**config.mk**
```make
export PLATFORM = sky130hd
export DESIGN_NAME = seg_scan_ctrl
export DESIGN_NICKNAME = d
export VERILOG_FILES = /design/src/rtl/seg_scan_ctrl_pkg.sv /design/src/rtl/seg_scan_ctrl_bcd_seg_decoder.sv /design/src/rtl/seg_scan_ctrl.sv
export SDC_FILE = /design/constraint.sdc
export NUM_CORES = 1
export LEC_CHECK = 0
export CAP_MARGIN = 10
export CORE_AREA = 2 2 75 77
export DETAILED_ROUTE_END_ITERATION = 7
export DIE_AREA = 0 0 77 79
export HOLD_SLACK_MARGIN = 0.06
export PLACE_DENSITY = 0.71
export SETUP_SLACK_MARGIN = 0.05
export SLEW_MARGIN = 30
export SYNTH_ARGS = -nofsm -noshare
export SYNTH_HDL_FRONTEND = slang
export SYNTH_SLANG_ARGS = --single-unit
```
**constraint.sdc**
```tcl
create_clock -name clk -period 5.5 [get_ports clk]
set_clock_uncertainty 0.1 [all_clocks]
set_input_delay 1.1 -clock clk [delete_from_list [all_inputs] [get_ports clk]]
set_output_delay 1.1 -clock clk [all_outputs]
set_load 0.1 [all_outputs]
```
**src/rtl/seg_scan_ctrl_pkg.sv**
```systemverilog
// Shared constants for the four-digit seven-segment scanner: active-low
// segment patterns (a..g, index 0 = a), anode constants and small helpers.
package seg_scan_ctrl_pkg;

    localparam int PRESC_W = 20;

    localparam logic [0:6] SEG_0     = 7'b0000001;
    localparam logic [0:6] SEG_1     = 7'b1001111;
    localparam logic [0:6] SEG_2     = 7'b0010010;
    localparam logic [0:6] SEG_3     = 7'b0000110;
    localparam logic [0:6] SEG_4     = 7'b1001100;
    localparam logic [0:6] SEG_5     = 7'b0100100;
    localparam logic [0:6] SEG_6     = 7'b0100000;
    localparam logic [0:6] SEG_7     = 7'b0001111;
    localparam logic [0:6] SEG_8     = 7'b0000000;
    localparam logic [0:6] SEG_9     = 7'b0000100;
    localparam logic [0:6] SEG_BLANK = 7'b1111111;

    localparam logic [3:0] AN_OFF = 4'b1111;

    // One-hot-low anode pattern for a slot index.
    function automatic logic [3:0] an_sel(input logic [1:0] idx);
        return ~(4'b0001 << idx);
    endfunction

    function automatic logic nibble_bad(input logic [3:0] n);
        return n > 4'd9;
    endfunction

endpackage

```
**src/rtl/seg_scan_ctrl_bcd_seg_decoder.sv**
```systemverilog
// Combinational BCD to active-low seven-segment decoder.
// Non-BCD nibbles fall back to the "0" pattern.
module bcd_seg_decoder
    import seg_scan_ctrl_pkg::*;
(
    input  logic [3:0] bcd,
    output logic [0:6] seg
);

    always_comb begin
        seg = SEG_0;
        case (bcd)
            4'd0:    seg = SEG_0;
            4'd1:    seg = SEG_1;
            4'd2:    seg = SEG_2;
            4'd3:    seg = SEG_3;
            4'd4:    seg = SEG_4;
            4'd5:    seg = SEG_5;
            4'd6:    seg = SEG_6;
            4'd7:    seg = SEG_7;
            4'd8:    seg = SEG_8;
            4'd9:    seg = SEG_9;
            default: seg = SEG_0;
        endcase
    end

endmodule

```
**src/rtl/seg_scan_ctrl.sv**
```systemverilog
// Four-digit multiplexed seven-segment scanner: prescaler, scan index,
// held digit register and registered anode/segment/frame outputs.
module seg_scan_ctrl
    import seg_scan_ctrl_pkg::*;
#(
    parameter int REFRESH_DIV = 100000
) (
    input  logic        clk,
    input  logic        reset_n,
    input  logic [15:0] digits,
    input  logic        load,
    input  logic        en,
    input  logic        blank_lz,
    output logic [3:0]  an,
    output logic [0:6]  seg,
    output logic        frame,
    output logic        bad_digit
);

    localparam logic [PRESC_W-1:0] PRESC_MAX = PRESC_W'(REFRESH_DIV - 1);

    logic [PRESC_W-1:0] presc;
    logic [1:0]         idx;
    logic [1:0]         idx_next;
    logic [15:0]        held;
    logic [15:0]        eff;
    logic               tick;
    logic [3:0]         nib;
    logic [0:6]         dec_seg;
    logic               blank;
    logic               z3;
    logic               z32;
    logic               z321;
    logic               bad_next;

    assign tick     = (presc == PRESC_MAX);
    assign idx_next = idx + 2'd1;

    // A load landing on the tick edge must already be visible to that slot.
    assign eff = load ? digits : held;

    assign bad_next = nibble_bad(digits[15:12]) | nibble_bad(digits[11:8]) |
                      nibble_bad(digits[7:4])   | nibble_bad(digits[3:0]);

    always_comb begin
        nib = eff[3:0];
        case (idx_next)
            2'd0: nib = eff[3:0];
            2'd1: nib = eff[7:4];
            2'd2: nib = eff[11:8];
            2'd3: nib = eff[15:12];
            default: nib = eff[3:0];
        endcase
    end

    // A digit is a leading zero when it and every digit above it are zero.
    assign z3   = (eff[15:12] == 4'd0);
    assign z32  = z3  && (eff[11:8] == 4'd0);
    assign z321 = z32 && (eff[7:4] == 4'd0);

    always_comb begin
        blank = 1'b0;
        if (blank_lz) begin
            case (idx_next)
                2'd3:    blank = z3;
                2'd2:    blank = z32;
                2'd1:    blank = z321;
                default: blank = 1'b0;
            endcase
        end
    end

    bcd_seg_decoder u_dec (
        .bcd (nib),
        .seg (dec_seg)
    );

    always_ff @(posedge clk or negedge reset_n) begin
        if (!reset_n) begin
            presc <= '0;
            idx   <= 2'd0;
        end else if (tick) begin
            presc <= '0;
            idx   <= idx_next;
        end else begin
            presc <= presc + PRESC_W'(1);
        end
    end

    always_ff @(posedge clk or negedge reset_n) begin
        if (!reset_n) begin
            held      <= 16'h0000;
            bad_digit <= 1'b0;
        end else if (load) begin
            held      <= digits;
            bad_digit <= bad_next;
        end
    end

    always_ff @(posedge clk or negedge reset_n) begin
        if (!reset_n) begin
            an    <= AN_OFF;
            seg   <= SEG_BLANK;
            frame <= 1'b0;
        end else begin
            frame <= tick && (idx == 2'd3);
            if (tick) begin
                if (en) begin
                    an  <= an_sel(idx_next);
                    seg <= blank ? SEG_BLANK : dec_seg;
                end else begin
                    an  <= AN_OFF;
                    seg <= SEG_BLANK;
                end
            end
        end
    end

endmodule

```
======== Word-level counts from Yosys, hierarchy flattened ========
Memory sizes are Yosys's and may differ from the RTL's.
Cells that the tools add are included.
word-level totals
  bits of input ports ..................... 21
  memories kept ........................... 1
  bits in read-only memories .............. 112
  register bits after elaboration ......... 51
  output and inout bits ................... 13
operators by class
  magnitude comparators ................... 4
  shift-type cells ........................ 1
  bitwise operators ....................... 4
  add/sub/neg operators ................... 2
  eq/ne operators ......................... 5
  mux-type cells .......................... 8
  reduce and logical (&&, ||, !) cells .... 7
memory list
  memory           depth  width  read ports  clocked after Yosys merged registers in  wr ports  RTL line                             text
  (no name shown)  16     7      1           0                                        0         seg_scan_ctrl_bcd_seg_decoder.sv:12  case (bcd)
operator list
  cell                                                               number
  20-bit by 1-bit adder with 20-bit output, second input constant    1
  20-bit by 17-bit == test with 1-bit output, second input constant  1
  20-bit 2-to-1 mux                                                  1
  4-bit > comparator, second input constant                          4
  16-bit 2-to-1 mux                                                  1
  4-bit case mux with 4 select lines                                 1
  7-bit 2-to-1 mux                                                   2
  4-bit logical NOT                                                  3
  2-bit == test, second input constant                               3
  4-bit 2-to-1 mux                                                   1
  4-bit NOT                                                          1
  1-bit by 2-bit left shift with 4-bit output, first input constant  1
  1-bit logical AND                                                  3
  1-bit OR                                                           3
  1-bit case mux with 3 select lines                                 1
  2-bit by 1-bit adder with 2-bit output, second input constant      1
  2-bit by 1-bit == test with 1-bit output, second input constant    1
  2-bit logical NOT                                                  1
  1-bit 2-to-1 mux                                                   1

======== Logic depth before layout (Yosys ltp) ========
Gate-level depths: netlist of the first run.
  word-level depth ........................ 8
  gate-level depth with buffers ........... 11

======== By module ========
A second synthesis of the first run with hierarchy kept.
unflattened totals
  cells, all modules ...................... 238
  area total of the unflattened synthesis .. 2597.5 um^2
by module, submodules not included
  module           area an instance (um^2)  seq. area each (um^2)  times used  cells each
  seg_scan_ctrl    2413.6                   1290.0                 1           214
  bcd_seg_decoder  183.9                    0.0                    1           24

======== Worst setup path before layout of the first run ========
OpenSTA, ideal clock, no wires.
  path type ............................... input-to-reg
  start point ............................. in load
  end point ............................... reg seg[1] (netlist name)
  arrival ................................. 2.785 ns
  path slack .............................. 2.532 ns
  setup time .............................. 0.083 ns
  required time ........................... 5.317 ns
  buffers on the path ..................... 2
  stages on the path ...................... 8
  cell sequence ........................... buf_6 -> buf_8 -> mux2_4 -> a222oi_1 -> mux2i_1 -> ha_1 -> nor3_1 -> o32a_1
on the way
  longest elaborated chain between the ends .. 8
RTL lines
  item                                                                            RTL line              text
  from (decl)                                                                     seg_scan_ctrl.sv:11   input logic load,
  16-bit 2-to-1 mux (*)                                                           --
  named net eff[9]                                                                seg_scan_ctrl.sv:26   logic [15:0] eff;
  parallel branches: the longest is 5 deep, another holds memory read 16 x 7 bit  --
  7-bit 2-to-1 mux (*)                                                            seg_scan_ctrl.sv:110  seg <= blank ? SEG_BLANK : dec_seg;
  7-bit 2-to-1 mux (*)                                                            seg_scan_ctrl.sv:108  if (en) begin
  to (signal assigned)                                                            seg_scan_ctrl.sv:110
  to (decl)                                                                       seg_scan_ctrl.sv:15   output logic [0:6] seg,
Mark *: on every way through the listed nets, which the timed path passes.
A chain may end at the register's enable or synchronous reset.

======== Worst setup path in the final report of the first run ========
  start point ............................. reg seg[4] (netlist name)
  end point ............................... out seg[4] (netlist name)
No word-level cell between the ends.

==> results.py, run 1 <==
metrics = {
    "run_status": {
        "status": "finished clean",
    },
    "critical_path": {
        "critPathSlowestCell": "clkdlybuf4s50_1",
        "cp.buffers_inverters": 1,
        "reg2reg_slack_ps": 3110,
        "crit_fanout": 2,
        "critPathTopFamily": "buffers and inverters",
        "critPathRequiredTime_ps": 4300,
        "worst_r2r_endpoint": "seg[4]$_DFFE_PN1N_",
        "crit_path_end_kind": "primary output",
        "worstPathCellList": "clkdlybuf4s50_1",
        "cp_data_arrival_time_ps": 1990,
        "path_class": "flip-flop to primary output",
        "r2r_start": "idx[0]$_DFFE_PN0N_",
        "crit_cells": 1,
        "rr_worst_depth": 9,
        "start_kind": "flip-flop",
        "max_stage_delay_ps": 1130,
    },
    "synth": {
        "synthDistinctLibCells": 43,
        "synth.most_common_cell": "dfrtp_1",
        "synth.area.top_cells": "dfrtp_1, dfstp_2, ha_1",
        "ys_top_cells_by_count": "dfrtp_1, nor2_1, nand2_1",
        "netlist.top_cell.by_area": "dfrtp_1",
        "synth_area_um2": 2530,
        "dominantRegCellSynth": "dfrtp_1",
        "syn_inst": 228,
        "ys_seq_area_share_pct": 51.0,
        "synth_area_per_cell_um2": 11.1,
        "synth_warnings": 0,
        "async_flop_share_pct": 100,
        "synthesis.nets": 259,
        "ys_ff_latch": 51,
        "synth-edff-count": 0,
        "synth_top_cell_area_share_pct": 39.6,
    },
    "clock_tree": {
        "cts_hold_buf": 0,
        "cts_tree": "yes",
        "clk_pin_slew_ps": 90,
        "clk_latency_ps": 310,
        "clockBufferDepth": 2,
        "cts.repair.resized": 0,
        "cts-root-buf": "clkbuf_8",
        "cts_buffers": 5,
        "post_cts_buffers": 0,
        "clkSinkCount": 51,
        "htree_levels": 2,
    },
    "run": {
        "drv_cap": 0,
    },
    "timing": {
        "rsz0062_at_grt": "no",
        "setup_violations": 0,
        "worst_slew_pin_slew_ps": 978,
        "min_period_ps": 3190,
        "fin_hold_ws_ps": 377,
        "slew_violations": 0,
        "finalSetupTns_ps": 0,
        "hold_viol_final": 0,
        "fin_crit_sh_pct": 58.1,
        "relSlewSlack_pct": 34.6,
        "max_clock_freq_mhz": 313,
    },
    "grt": {
        "grt_overflow": 0,
        "grt_pass1_vias": 1720,
        "grt_pass1_wl_um": 8310,
        "antenna_found_initial": 0,
        "grt_max_degree": 52,
        "track_usage_pct": 17.3,
    },
    "hold_path": {
        "hp-class": "flip-flop to flip-flop",
        "hold_depth": 1,
        "worstHoldEndpoint": "presc[19]$_DFF_PN0_",
        "hp-start": "presc[19]$_DFF_PN0_",
    },
    "pwr": {
        "ir_drop_v": 0.000138,
        "p_leak_nw": 1.30,
        "combPwrFrac_pct": 12.2,
        "swShare_pct": 25.3,
        "switchingPower_mw": 0.175,
        "seqPwrFrac_pct": 56.7,
        "p_clk_share_pct": 31.1,
        "powerDensity_nw_per_um2": 232,
        "intPower_mw": 0.517,
    },
    "floorplanning": {
        "coreArea_um2": 5340,
        "start_util_pct": 47.4,
        "die-area_um2": 6080,
        "die_x_um": 77,
        "ios": 34,
        "core.rowCount": 27,
        "die_height_um": 79,
    },
    "final_layout": {
        "final_nets": 292,
        "drive_gt1_share_pct": 16.0,
        "n_antenna_cell": 0,
        "area_delta_synth_final_pct": 18.0,
    },
    "route": {
        "wl_per_cell_um": 14.3,
        "ant_nets": 0,
        "routed_wl_um": 4770,
        "drt-initial-drc-count": 124,
        "routed_via_density": 5.19,
        "via_count": 1733,
        "drc": 0,
        "drt_first_pass_iters": 4,
    },
    "placed_design": {
        "dp_hpwl_um": 3420,
        "port_buffers": 33,
        "gp_congestion": 0.798,
    },
}
## power groups by stage
stage / Combinational, mW / Clock, mW / Sequential (mW)
finish: 0.0843 / 0.215 / 0.392
detailed placement: 0.0855 / 0 / 0.399
global placement: 0.0848 / 0 / 0.399
global route: 0.0927 / 0.238 / 0.394
floorplan: 0.0496 / 0 / 0.402
CTS: 0.0859 / 0.225 / 0.392
## cells by family (layout without fill, tap and decap cells)
group | count (synthesis) | count (layout) | share of synthesized area (%)
AND/OR/NAND/NOR | 74 | 74 | 14.9
flip-flops | 51 | 51 | 51.0
AO/OA/AOI/OAI | 33 | 33 | 8.66
multiplexers | 21 | 21 | 9.75
buffers and inverters | 20 | 54 | 4.11
XOR/XNOR | 19 | 19 | 6.58
adder cells (fa/ha/maj) | 10 | 10 | 4.95
## how the worst max path moves through the flow
stage | startpoint | to | slack [ps]
2_1_floorplan | load | seg[1]$_DFFE_PN1N_ | 2530
3_3_place_gp | load | seg[3]$_DFFE_PN1N_ | 1290
3_5_place_dp | load | seg[3]$_DFFE_PN1N_ | 1280
4_1_cts | load | seg[3]$_DFFE_PN1N_ | 1600
5_1_grt | load | seg[3]$_DFFE_PN1N_ | 2160
6_report | seg[4]$_DFFE_PN1N_ | seg[4] | 2310
## stage by stage
stage,utilization (%),cells,area [µm²],setup WS [ps],power (mW)
finish,55.9,334,2980,2310,0.692
global route,55.9,334,2980,2160,0.724
CTS,56.0,334,2990,1600,0.703
detailed placement,54.4,326,2900,1280,0.485
global placement,54.4,326,2900,1290,0.484
floorplan,-,228,2530,2530,0.452
## registers in the layout, indices dropped and copies added, names as in the netlist
register,cells
held,16
an,4
presc,20
seg,7
bad_digit,1
frame,1
idx,2
## area by class of cell
class / count / area [µm²]
Multi-Input combinational cell: 157 / 1140
Inverter: 11 / 41.3
Timing Repair Buffer: 35 / 335
Clock buffer: 5 / 68.8
Tap cell: 72 / 90.1
Sequential cell: 51 / 1290
Fill cell: 490 / 2350
Clock inverter: 3 / 18.8
## per-layer routing
metal	track usage (%)	wire [µm]	share of wire, %	vias to the layer above
met2	26.0	2150	45	27
li1	-	-	-	864
met1	24.8	2400	50	834
met5	0	0	0	-
met3	4.09	160	3.4	8
met4	5.71	61	1.3	0
## layout by cell type, fill, tap and decap left out, types with 2 or more instances in the layout
cell | netlist | layout
mux2_2 | 9 | 9
and4_1 | 2 | 2
nor4_1 | 3 | 3
or4_1 | 3 | 3
nand4_1 | 3 | 3
buf_2 | 2 | 2
dfstp_2 | 11 | 11
nand3_1 | 5 | 5
nor2_1 | 26 | 26
nor2b_1 | 2 | 2
a222oi_1 | 4 | 4
buf_4 | 2 | 2
inv_1 | 11 | 11
mux2_4 | 5 | 5
clkdlybuf4s50_1 | 0 | 31
and3_1 | 2 | 2
nand2_1 | 13 | 13
o21ai_0 | 8 | 8
dfrtp_1 | 40 | 40
a21oi_1 | 9 | 9
ha_1 | 10 | 10
mux2i_1 | 7 | 7
a31oi_1 | 4 | 4
clkbuf_8 | 0 | 5
xor2_1 | 9 | 9
clkinv_2 | 0 | 2
nor3_1 | 9 | 8
xnor2_1 | 10 | 10
No activity file was read; power rests on OpenSTA's default activity.
==> run 2, diff against run 1 <==
- PLACE_DENSITY: 0.71 -> 0.74
- clock period: 5.5 -> 2.84 ns (I/O delays scaled with it)
==> run 2 against run 1 <==
Effect of this change:
- final cell count rose by 3.9%
- first-iteration DRC count fell by 19%
- critical path depth rose by 8
- worst hold slack got worse by 130 ps
- register-to-register slack got worse by 2700 ps
- largest cell class unchanged
- count of clock-buffer cells in the layout rose by 2
==> results.py, run 2 (same netlist as run 1, synthesis figures left out) <==
metrics = {
    "run_status": {
        "status": "finished clean",
    },
    "placed_design": {
        "placed_cells": 337,
        "dp_hpwl_um": 3540,
        "post_dp_cell_area_um2": 2980,
        "pre_cts_slack_ps": -208,
        "gp_congestion": 0.808,
        "port_buffers": 33,
    },
    "pwr": {
        "ir_drop_v": 0.000315,
        "powerDensity_nw_per_um2": 464,
        "p_leak_nw": 1.40,
    },
    "floorplanning": {
        "die_height_um": 79,
        "coreArea_um2": 5340,
        "start_util_pct": 47.4,
        "ios": 34,
        "die-area_um2": 6080,
        "core.rowCount": 27,
        "die_x_um": 77,
    },
    "timing": {
        "relSlewSlack_pct": 58.1,
        "fin_crit_sh_pct": 89.4,
        "slew_violations": 0,
        "setup_violations": 0,
        "fin_hold_ws_ps": 247,
        "max_clock_freq_mhz": 394,
        "finalSetupTns_ps": 0,
        "hold_viol_final": 0,
        "finalWorstSetupSlack_ps": 300,
        "worst_slew_pin_slew_ps": 628,
        "min_period_ps": 2540,
        "rsz0062_at_grt": "no",
    },
    "clock_tree": {
        "cts_tree": "yes",
        "cts-root-buf": "clkbuf_8",
        "clkSinkCount": 51,
        "clockBufferDepth": 2,
        "cts_hold_buf": 0,
        "cts_buffers": 5,
        "htree_levels": 2,
        "clk_latency_ps": 310,
        "clk_pin_slew_ps": 90,
    },
    "final_layout": {
        "area_delta_synth_final_pct": 23.3,
        "largest_register_ffs": 20,
        "top_register": "presc",
        "n_fill_cell": 475,
        "drive_gt1_share_pct": 23.6,
        "n_antenna_cell": 0,
        "layout_commonest_cell": "dfrtp_1",
        "final_nets": 305,
        "top_regs": "presc: 20 flops, held: 16 flops, seg: 7 flops",
        "fin_area_um2": 3120,
        "stdcell_count": 347,
        "layout_common_cells": "dfrtp_1, nor2_1, buf_4",
    },
    "critical_path": {
        "critPathSlowestCell": "clkdlybuf4s50_1",
        "rr_worst_depth": 9,
        "cp_data_arrival_time_ps": 2690,
        "r2r_start": "idx[0]$_DFFE_PN0N_",
        "worst_r2r_endpoint": "seg[6]$_DFFE_PN1N_",
        "critPathRequiredTime_ps": 2990,
        "start_kind": "input port",
        "crit_path_end_kind": "flip-flop",
        "max_stage_delay_ps": 440,
        "path_class": "input port to flip-flop",
        "crit_fanout": 4,
        "critPathTopFamily": "buffers and inverters",
        "cp.buffers_inverters": 3,
        "reg2reg_slack_ps": 440,
        "critical_path.most_common_cell": "buf_4",
        "worstPathCellList": "clkdlybuf4s50_1 -> mux2_4 -> a222oi_1 -> mux2i_1 -> buf_4 -> buf_4 -> xor2_1 -> a21o_1 -> a21oi_2",
    },
    "route": {
        "via_count": 1833,
        "wl_per_cell_um": 14.2,
        "drc": 0,
        "ant_nets": 0,
        "routed_wl_um": 4920,
        "drt-initial-drc-count": 101,
        "drt_first_pass_iters": 5,
        "routed_via_density": 5.28,
    },
    "grt": {
        "track_usage_pct": 17.9,
        "met1_usage_pct": 26.0,
        "met2_usage_pct": 26.1,
        "grt_overflow": 0,
        "grt_pass1_wl_um": 8630,
        "antenna_found_initial": 0,
        "met3_usage_pct": 4.20,
        "grt_pass1_vias": 1851,
        "busiest_layer": "met2",
        "grt_max_degree": 52,
    },
    "hold_path": {
        "hp-class": "input port to asynchronous set/reset pin",
    },
    "run": {
        "drv_cap": 0,
    },
}
## run 2: timing repair
action                     in CTS  in global routing
setup buffers                   0                  1
setup endpoints to repair       0                  5
gates resized for setup         0                  1
## run 2: per-stage QoR
| step | power, mW | utilization [%] |
|---|---|---|
| 3_5_place_dp | 0.963 | 55.8 |
| 4_1_cts | 1.45 | 57.8 |
| 2_1_floorplan | 0.875 | - |
| 6_report | 1.45 | 58.4 |
| 5_1_grt | 1.51 | 58.4 |
| 3_3_place_gp | 0.961 | 55.8 |
## run 2: report_power, final
part           total [mW]  internal (mW)  switching, mW
registers           0.760          0.750        0.00942
clock network       0.493          0.264          0.229
logic               0.195          0.101         0.0937
## run 2: routing by layer
metal  vias to the layer above  share of wire, %  wire (µm)
met5                         -                 0          0
met4                         0               2.0         96
met2                        39                46       2250
li1                        888                 -          -
met1                       898                49       2400
met3                         8               3.6        179
## run 2: worst max path at each step
stage / start / to / slack [ps] / cells past startpoint
2_1_floorplan: load / seg[1]$_DFFE_PN1N_ / 400 / 8
3_3_place_gp: load / seg[3]$_DFFE_PN1N_ / -170 / 11
3_5_place_dp: load / seg[3]$_DFFE_PN1N_ / -210 / 11
4_1_cts: load / seg[3]$_DFFE_PN1N_ / 80 / 11
5_1_grt: digits[9] / seg[3]$_DFFE_PN1N_ / 130 / 10
6_report: digits[9] / seg[6]$_DFFE_PN1N_ / 300 / 9
## run 2: final cells by class
class	instances	area, µm²	share of cell area, %
tap	72	90.1	2.89
multi-input combinational	157	1140	36.6
sequential	51	1290	41.4
inverter	11	41.3	1.32
clock buffer	7	76.3	2.45
clock inverter	1	30.0	0.963
timing repair buffer	48	450	14.4
